**src/rtl/pe_cluster_feeder.sv**
```systemverilog
// Sequencer feeding one PE cluster per job: weight stream, activation stream,
// start pulse, wait for compute completion, then hand the psum vector downstream.
module pe_cluster_feeder #(
    parameter int DATA_BITWIDTH = 16,
    parameter int X_dim         = 3,
    parameter int W_COUNT       = 9,
    parameter int A_COUNT       = 15
) (
    input  logic                           clk,
    input  logic                           reset,
    input  logic                           cmd_valid,
    output logic                           cmd_ready,
    input  logic [DATA_BITWIDTH*X_dim-1:0] cmd_bias,
    input  logic [DATA_BITWIDTH-1:0]       data_in,
    input  logic                           data_valid,
    output logic                           data_ready,
    output logic [DATA_BITWIDTH-1:0]       filt_in,
    output logic [DATA_BITWIDTH-1:0]       act_in,
    output logic                           load_en_wght,
    output logic                           load_en_act,
    output logic                           start,
    output logic [DATA_BITWIDTH*X_dim-1:0] pe_before,
    input  logic                           load_done,
    input  logic                           compute_done,
    input  logic [DATA_BITWIDTH*X_dim-1:0] pe_out,
    output logic [DATA_BITWIDTH*X_dim-1:0] res_data,
    output logic                           res_valid,
    input  logic                           res_ready,
    output logic                           busy
);
    localparam int MAX_COUNT = (W_COUNT > A_COUNT) ? W_COUNT : A_COUNT;
    localparam int CW        = $clog2(MAX_COUNT + 1);
    localparam logic [CW-1:0] W_LAST = CW'(W_COUNT - 1);
    localparam logic [CW-1:0] A_LAST = CW'(A_COUNT - 1);

    typedef enum logic [2:0] {
        IDLE, LOAD_W, LOAD_A, WAIT_LOAD, START, COMPUTE, SETTLE, OUT
    } state_t;

    state_t        state, state_next;
    logic [CW-1:0] cnt;
    logic          done_q;
    logic          cmd_fire, data_fire, res_fire, done_rise, last_word;
    logic          cmd_ready_d, data_ready_d, start_d, res_valid_d, busy_d;

    // The registered handshake flags mirror the state, so they qualify transfers directly.
    assign cmd_fire  = cmd_valid && cmd_ready;
    assign data_fire = data_valid && data_ready;
    assign res_fire  = res_valid && res_ready;
    assign done_rise = compute_done && !done_q;
    assign last_word = (state == LOAD_W) ? (cnt == W_LAST) : (cnt == A_LAST);

    always_ff @(posedge clk or negedge reset) begin
        if (!reset) state <= IDLE;
        else        state <= state_next;
    end

    always_comb begin
        // NOTE: default assignment first so every path drives state_next and no latch is inferred.
        state_next = state;
        case (state)
            IDLE:      if (cmd_fire)               state_next = LOAD_W;
            LOAD_W:    if (data_fire && last_word) state_next = LOAD_A;
            LOAD_A:    if (data_fire && last_word) state_next = WAIT_LOAD;
            WAIT_LOAD: if (load_done)              state_next = START;
            START:                                 state_next = COMPUTE;
            COMPUTE:   if (done_rise)              state_next = SETTLE;
            SETTLE:                                state_next = OUT;
            OUT:       if (res_fire)               state_next = IDLE;
            default:                               state_next = IDLE;
        endcase
    end

    // Control outputs are decoded from the next state and registered below.
    always_comb begin
        cmd_ready_d  = (state_next == IDLE);
        data_ready_d = (state_next == LOAD_W) || (state_next == LOAD_A);
        start_d      = (state_next == START);
        res_valid_d  = (state_next == OUT);
        busy_d       = (state_next != IDLE);
    end

    always_ff @(posedge clk or negedge reset) begin
        if (!reset) begin
            cmd_ready    <= 1'b0;
            data_ready   <= 1'b0;
            start        <= 1'b0;
            res_valid    <= 1'b0;
            busy         <= 1'b0;
            load_en_wght <= 1'b0;
            load_en_act  <= 1'b0;
            filt_in      <= '0;
            act_in       <= '0;
            pe_before    <= '0;
            res_data     <= '0;
            cnt          <= '0;
            done_q       <= 1'b0;
        end else begin
            // NOTE: non-blocking assignments for all state so every register samples pre-edge values.
            cmd_ready    <= cmd_ready_d;
            data_ready   <= data_ready_d;
            start        <= start_d;
            res_valid    <= res_valid_d;
            busy         <= busy_d;
            done_q       <= compute_done;
            load_en_wght <= 1'b0;
            load_en_act  <= 1'b0;
            if (cmd_fire) begin
                pe_before <= cmd_bias;
                cnt       <= '0;
            end
            if (data_fire) begin
                if (state == LOAD_W) begin
                    filt_in      <= data_in;
                    load_en_wght <= 1'b1;
                end else begin
                    act_in      <= data_in;
                    load_en_act <= 1'b1;
                end
                cnt <= last_word ? '0 : cnt + 1'b1;
            end
            // The cluster's psum register is valid one cycle after its done edge.
            if (state == SETTLE) res_data <= pe_out;
        end
    end
endmodule

```
**config.mk**
```make
export PLATFORM = sky130hd
export DESIGN_NAME = pe_cluster_feeder
export DESIGN_NICKNAME = d
export VERILOG_FILES = /design/src/rtl/pe_cluster_feeder.sv
export SDC_FILE = /design/constraint.sdc
export NUM_CORES = 1
export LEC_CHECK = 0
export CAP_MARGIN = 20
export CELL_PAD_IN_SITES_DETAIL_PLACEMENT = 0
export CELL_PAD_IN_SITES_GLOBAL_PLACEMENT = 1
export CORE_MARGIN = 2
export CORE_UTILIZATION = 34
export CTS_BUF_LIST = sky130_fd_sc_hd__clkbuf_2 sky130_fd_sc_hd__clkbuf_4 sky130_fd_sc_hd__clkbuf_8
export DETAILED_ROUTE_END_ITERATION = 6
export MAX_ROUTING_LAYER = met4
export PLACE_DENSITY_LB_ADDON = 0.1
export SYNTH_ARGS = -nofsm -noshare
export SYNTH_HDL_FRONTEND = slang
export SYNTH_SLANG_ARGS = --single-unit
```
**constraint.sdc**
```tcl
create_clock -name clk -period 2.04 [get_ports clk]
set_clock_uncertainty 0.2 [all_clocks]
set_input_delay 0.612 -clock clk [delete_from_list [all_inputs] [get_ports clk]]
set_output_delay 0.612 -clock clk [all_outputs]
set_load 0.05 [all_outputs]
```
## Yosys cells after proc, flatten, opt, wreduce, memory -nomap -nowiden

Index checks and enable logic that the tools add are counted.

- Register bits: 143
- Bits of input ports: 119
- Logic and storage cells: 57

- Add/sub/neg operators: 1
- Equality and inequality tests: 13
- Multiplexer cells: 15
- Bitwise operators: 1
- Reduce and logical (&&, ||, !) cells: 13

Operators by type and width:

| cell | number |
|---|---|
| 3-bit case mux with 8 select lines | 1 |
| 3-bit == test (second input constant) | 6 |
| 3-bit 2-to-1 mux | 6 |
| 4-bit 2-to-1 mux | 3 |
| 3-bit by 2-bit == test with 1-bit output (second input constant) | 3 |
| 4-bit == test (second input constant) | 2 |
| 3-bit by 1-bit == test with 1-bit output (second input constant) | 2 |
| 3-bit logical NOT | 2 |
| 1-bit logical AND | 5 |
| 1-bit 2-to-1 mux | 5 |
| 4-bit by 1-bit adder with 4-bit output (second input constant) | 1 |
| 2-bit AND reduction | 2 |
| 3-bit nonzero test | 1 |
| 2-bit nonzero test | 1 |
| 1-bit logical NOT | 1 |
| 1-bit logical OR | 1 |
| 1-bit inverter | 1 |

## Logic depth before layout (Yosys ltp)

- Word-level depth: 7
- Depth in mapped cells: 7

## Least setup slack after synthesis

Ideal clock, no wire load.

- Kind: reg-to-reg
- Start point: register cmd_ready
- End point: register pe_before[27]
- Arrival time: 1.735 ns
- Required time: 1.715 ns
- Slack: -0.020 ns
- Cell stages (with the launch flop): 6
- Path buffers: 3
- Period minus slack after synthesis: 2.060 ns
- Cell sequence: dfrtp_1 > and2_1 > clkbuf_1 > buf_2 > buf_2 > mux2_2

- Longest elaborated chain between the ends: 1

Ends and longest elaborated chain:

| element | RTL line | RTL |
|---|---|---|
| from (decl) | 12 | `output logic cmd_ready,` |
| from (signal assigned) | 100 | `cmd_ready <= cmd_ready_d;` |
| 1-bit logical AND | 47 | `assign cmd_fire = cmd_valid && cmd_ready;` |
| to (signal assigned) | 109 | `pe_before <= cmd_bias;` |
| to (decl) | 22 | `output logic [DATA_BITWIDTH*X_dim-1:0] pe_before,` |

No other way between the ends.
A chain may end at the register's enable or synchronous reset.

## Final worst setup path

- Start point: input port cmd_valid
- End point: register data_ready

- Longest elaborated chain between the ends: 5
- Elaborated cells on any way between the ends: 6

Ends and longest elaborated chain:

| element | RTL line | RTL |
|---|---|---|
| from (decl) | 11 | `input logic cmd_valid,` |
| 1-bit logical AND (*) | 47 |  |
| 3-bit 2-to-1 mux (*) | 62 | `IDLE: if (cmd_fire) state_next = LOAD_W;` |
| 3-bit case mux with 8 select lines (*) | 61 | `case (state)` |
| 3-bit by 1-bit == test with 1-bit output or 3-bit by 2-bit == test with 1-bit output (tied branches) | 77 | `data_ready_d = (state_next == LOAD_W) \|\| (state_next == LOAD_A);` |
| 1-bit logical OR (*) | 77 |  |
| net data_ready_d | 44 | `logic cmd_ready_d, data_ready_d, start_d, res_valid_d, busy_d;` |
| to (signal assigned) | 101 | `data_ready <= data_ready_d;` |
| to (decl) | 16 | `output logic data_ready,` |

The timed path passes the listed nets; every way through them passes the cells marked *.

==> run summary <==
In this run the register-to-register setup slack is 0.11 ns. The number of placed I/O pins came out at between 200 and 300. The net count of the mapped netlist is between 400 and 500. The share of synthesized registers carrying an async set or reset is 100.0%. After synthesis the netlist holds a flip-flop and latch count of ~140. Synthesis produced a netlist whose cell count is ~340. The tree is rooted in a sky130_fd_sc_hd__clkbuf_8. For hold timing, the worst endpoint is res_valid. The routability congestion estimate is roughly 0.84. The final setup violation count came out at 0. The average wire per cell in the routed design came out at approximately 18 um.

The count of warnings emitted by yosys came out at 0. For this design the static power due to leakage is 0.004431 uW. The count of input and output buffers came out at between 200 and 300. The die is between 100 and 150 um tall. The net switching power came out at between 8000 and 9000 uW. The number of cells traversed by the worst hold path is 1. The number of cells on the worst reg-to-reg path is 5. The flow ran to the end, and the final reports show no timing, DRC or antenna violations. The minimum setup slack in the final design came out at a little over 0.06 ns. After clock tree synthesis, the clock-pin slew on the worst setup and hold paths is about 0.08 ns.

For this run, the detailed router's first-pass iteration total came to 4. In the routed design, unresolved DRC markers number 0. The power per standard cell area is roughly 1900 mW/mm2. The initial antenna violation count is 0.

The share of Yosys cell area claimed by the top area cell type is between 60 and 70%. The post-synth design cell area came out at ~0.0055 mm2. The ratio of final minimum period to clock period came out at between 90% and 100%. Adding up every negative setup slack in the final design gives 0 ns. Counting the buffers created by CTS gives 17. The final total power came out at between 15000 and 20000 uW. The post-layout net count came out at between 700 and 800.

The class of the tightest hold or removal check is flop to flop. The number of setup buffers added after CTS is 0. The max-slew violation total from the final report is 0. The maximum clock insertion buffer count is 2.

The H-tree depth came out at 4. The initial core utilization is 34.90%. In this run the critical register-to-register path is launched from state[2].

Entering global routing, the biggest net connects 49 pins. The post-synthesis cell type with the largest combined area is sky130_fd_sc_hd__dfrtp_1. The clock network accounts for a little over a tenth of the total power. The worst setup path is of the primary input to flop kind. Setup repair after global routing left no endpoint under its margin. The growth of design area from synthesis to finish is 82.04%. The post-synthesis cell type count is 42.

The number of max-cap violations came out at 0. The first global-routing pass estimated between 20 and 25 mm of wire. The number of core rows came out at 46. The number of instances resized during post-cts repair came out at 0. Among all flip-flop cells after synthesis, the most frequent one is sky130_fd_sc_hd__dfrtp_1. The fraction of power consumed by sequential logic is 28.3%.

Counting instances in the post-synthesis netlist gives the leading cell types as sky130_fd_sc_hd__dfrtp_1 (143), sky130_fd_sc_hd__mux2_2 (128), sky130_fd_sc_hd__buf_6 (8). The via count of the routed design is a little under 4000. The number of hold violations in the final report is 0. Of the total power, combinational logic draws about 60%.

The clock tree from TritonCTS is yes. The HPWL reported at the end of detailed placement came out at roughly 11 mm. The floorplan step defined a die boundary enclosing between 0.015 and 0.02 mm2. Before CTS, the worst setup slack after placement is -0.3823 ns. The largest vdd supply drop came out at roughly 0.86 mV. The fraction of the yosys area taken by sequential cells came out at 64.55%.

The overall die width came out at approximately 130 um. Derived from the worst setup path, the maximum achievable clock frequency is roughly 500 MHz. The number of flops mapped to enable cells by yosys is 0. The fraction of layout instances using a drive strength above 1 came out at 51.83%. The startpoint identified for the worst hold timing path is res_valid. For the worst-skew pair, the clock arrives at the later sink with an insertion delay of about 0.44 ns. The synthesized area per cell came out at roughly 16 um2. The most frequent cell after synthesis is sky130_fd_sc_hd__dfrtp_1. The per-cell via count in the routed design came out at 4.556. The final antenna-violating net count is 0. The data arrival time of the critical path is 2.07 ns. The minimum clock period came out at ~2.0 ns. The total routed wirelength is 14.80 mm. The overall global routing resource usage came out at around 19%.

The share of total power consumed by net switching is a little over two fifths. The first routing iteration left approximately 130 violations. The via count of the first global-routing pass is roughly 4400. The maximum fanout encountered on the critical timing path came out at 4.

The total grt overflow is 0. The core outline area came out at between 0.015 and 0.02 mm2. Data on the critical path is required at its endpoint by around 2.1 ns. The endpoint identified for the worst register-to-register timing path is data_ready. The kind of launch point of the worst setup path is a primary input. 0 antenna diodes ended up in the layout. The transition time at the pin with the least slew margin came out at roughly 0.75 ns. Internal power comes to 11230 uW.

Yosys attributes the largest share of cell area to sky130_fd_sc_hd__dfrtp_1 (65%), sky130_fd_sc_hd__mux2_2 (26%), sky130_fd_sc_hd__buf_6 (1.6%). The number of clock sinks is between 100 and 150. The relative max-transition margin came out at approximately 49%. The sort of element at the end of the critical path is a flop.
metal layers:
metal | global-route usage (%) | vias up | part of all wire, %
li1 | - | 1755 | -
met1 | 22.30 | 1899 | 42
met2 | 29.17 | 168 | 49
met3 | 6.867 | 19 | 7.5
met4 | 5.978 | 0 | 1.7
met5 | - | - | 0
area by class of cell:
cell class / count / area, um2
clock buffers: 17 / 234.0
repair buffers: 270 / 4053
flip-flops and latches: 143 / 3581
clock inverters: 15 / 123.9
multi-input cells: 177 / 1812
well taps: 216 / 270.3
inverters: 5 / 18.77
fillers: 1222 / 5793
metrics by stage:
stage	hold slack (ns)	util, %	instances	cell area (um2)
CTS	0.3695	63.53	843	10090
floorplan	0.1164	-	342	5547
global placement	0.3299	61.22	810	9724
global route	0.3926	63.53	843	10090
detailed placement	0.3580	61.22	810	9724
finish	0.3605	63.53	843	10090
how the worst max path moves through the flow:
stage                          to  depth (start not counted)        from  slack [ns]
finish                 data_ready                          4   cmd_valid        0.06
detailed placement     data_ready                          4   cmd_valid       -0.38
global placement             busy                          6  data_valid       -0.34
CTS                    data_ready                          5    state[2]        0.09
global route           data_ready                          4   cmd_valid       0.002
floorplan           pe_before[27]                          5   cmd_valid        0.07
registers in the layout, summed over array words and instances, names as in the netlist, 3 cells and up:
name	flops
pe_before	48
state	3
res_data	48
act_in	16
filt_in	16
cnt	4
cells in the final DEF, fill, tap and decap left out, types with 4 or more instances in the layout:
master | netlist | routed
sky130_fd_sc_hd__buf_12 | 0 | 138
sky130_fd_sc_hd__buf_4 | 1 | 13
sky130_fd_sc_hd__clkbuf_8 | 0 | 17
sky130_fd_sc_hd__clkdlybuf4s50_1 | 0 | 117
sky130_fd_sc_hd__clkinv_2 | 0 | 6
sky130_fd_sc_hd__clkinvlp_4 | 0 | 5
sky130_fd_sc_hd__dfrtp_1 | 143 | 141
sky130_fd_sc_hd__inv_1 | 4 | 4
sky130_fd_sc_hd__mux2_2 | 128 | 128
sky130_fd_sc_hd__nand2_1 | 6 | 6
sky130_fd_sc_hd__nand2b_1 | 4 | 4
power groups by stage:
stage          clock network, uW  logic (uW)  registers, uW
6_report                    2050       12000           5550
5_1_grt                     2270       12400           5730
4_1_cts                     2130       12100           5580
3_5_place_dp                   0       12100           5630
3_3_place_gp                   0       12000           5530
2_1_floorplan                  0        1940           9130
worst max-delay path, stage by stage:
cell	delay, ns
sky130_fd_sc_hd__clkdlybuf4s50_1	0.41
sky130_fd_sc_hd__and2_2	0.24
sky130_fd_sc_hd__o41ai_1	0.63
sky130_fd_sc_hd__o22ai_2	0.17
repair_timing:
item                                    4_1_cts  5_1_grt
hold buffers                                  1        0
hold endpoints to repair                     33        0
endpoints found under the setup margin        0        0
cell families after synthesis:
family / Yosys count / synth area share (%)
AO/OA/AOI/OAI: 18 / 2.708
multiplexers: 129 / 26.18
flip-flops: 143 / 64.55
buffers and inverters: 22 / 2.798
adder cells (fa/ha/maj): 1 / 0.2256
AND/OR/NAND/NOR: 29 / 3.543
Power figures use the tool's default switching activity.
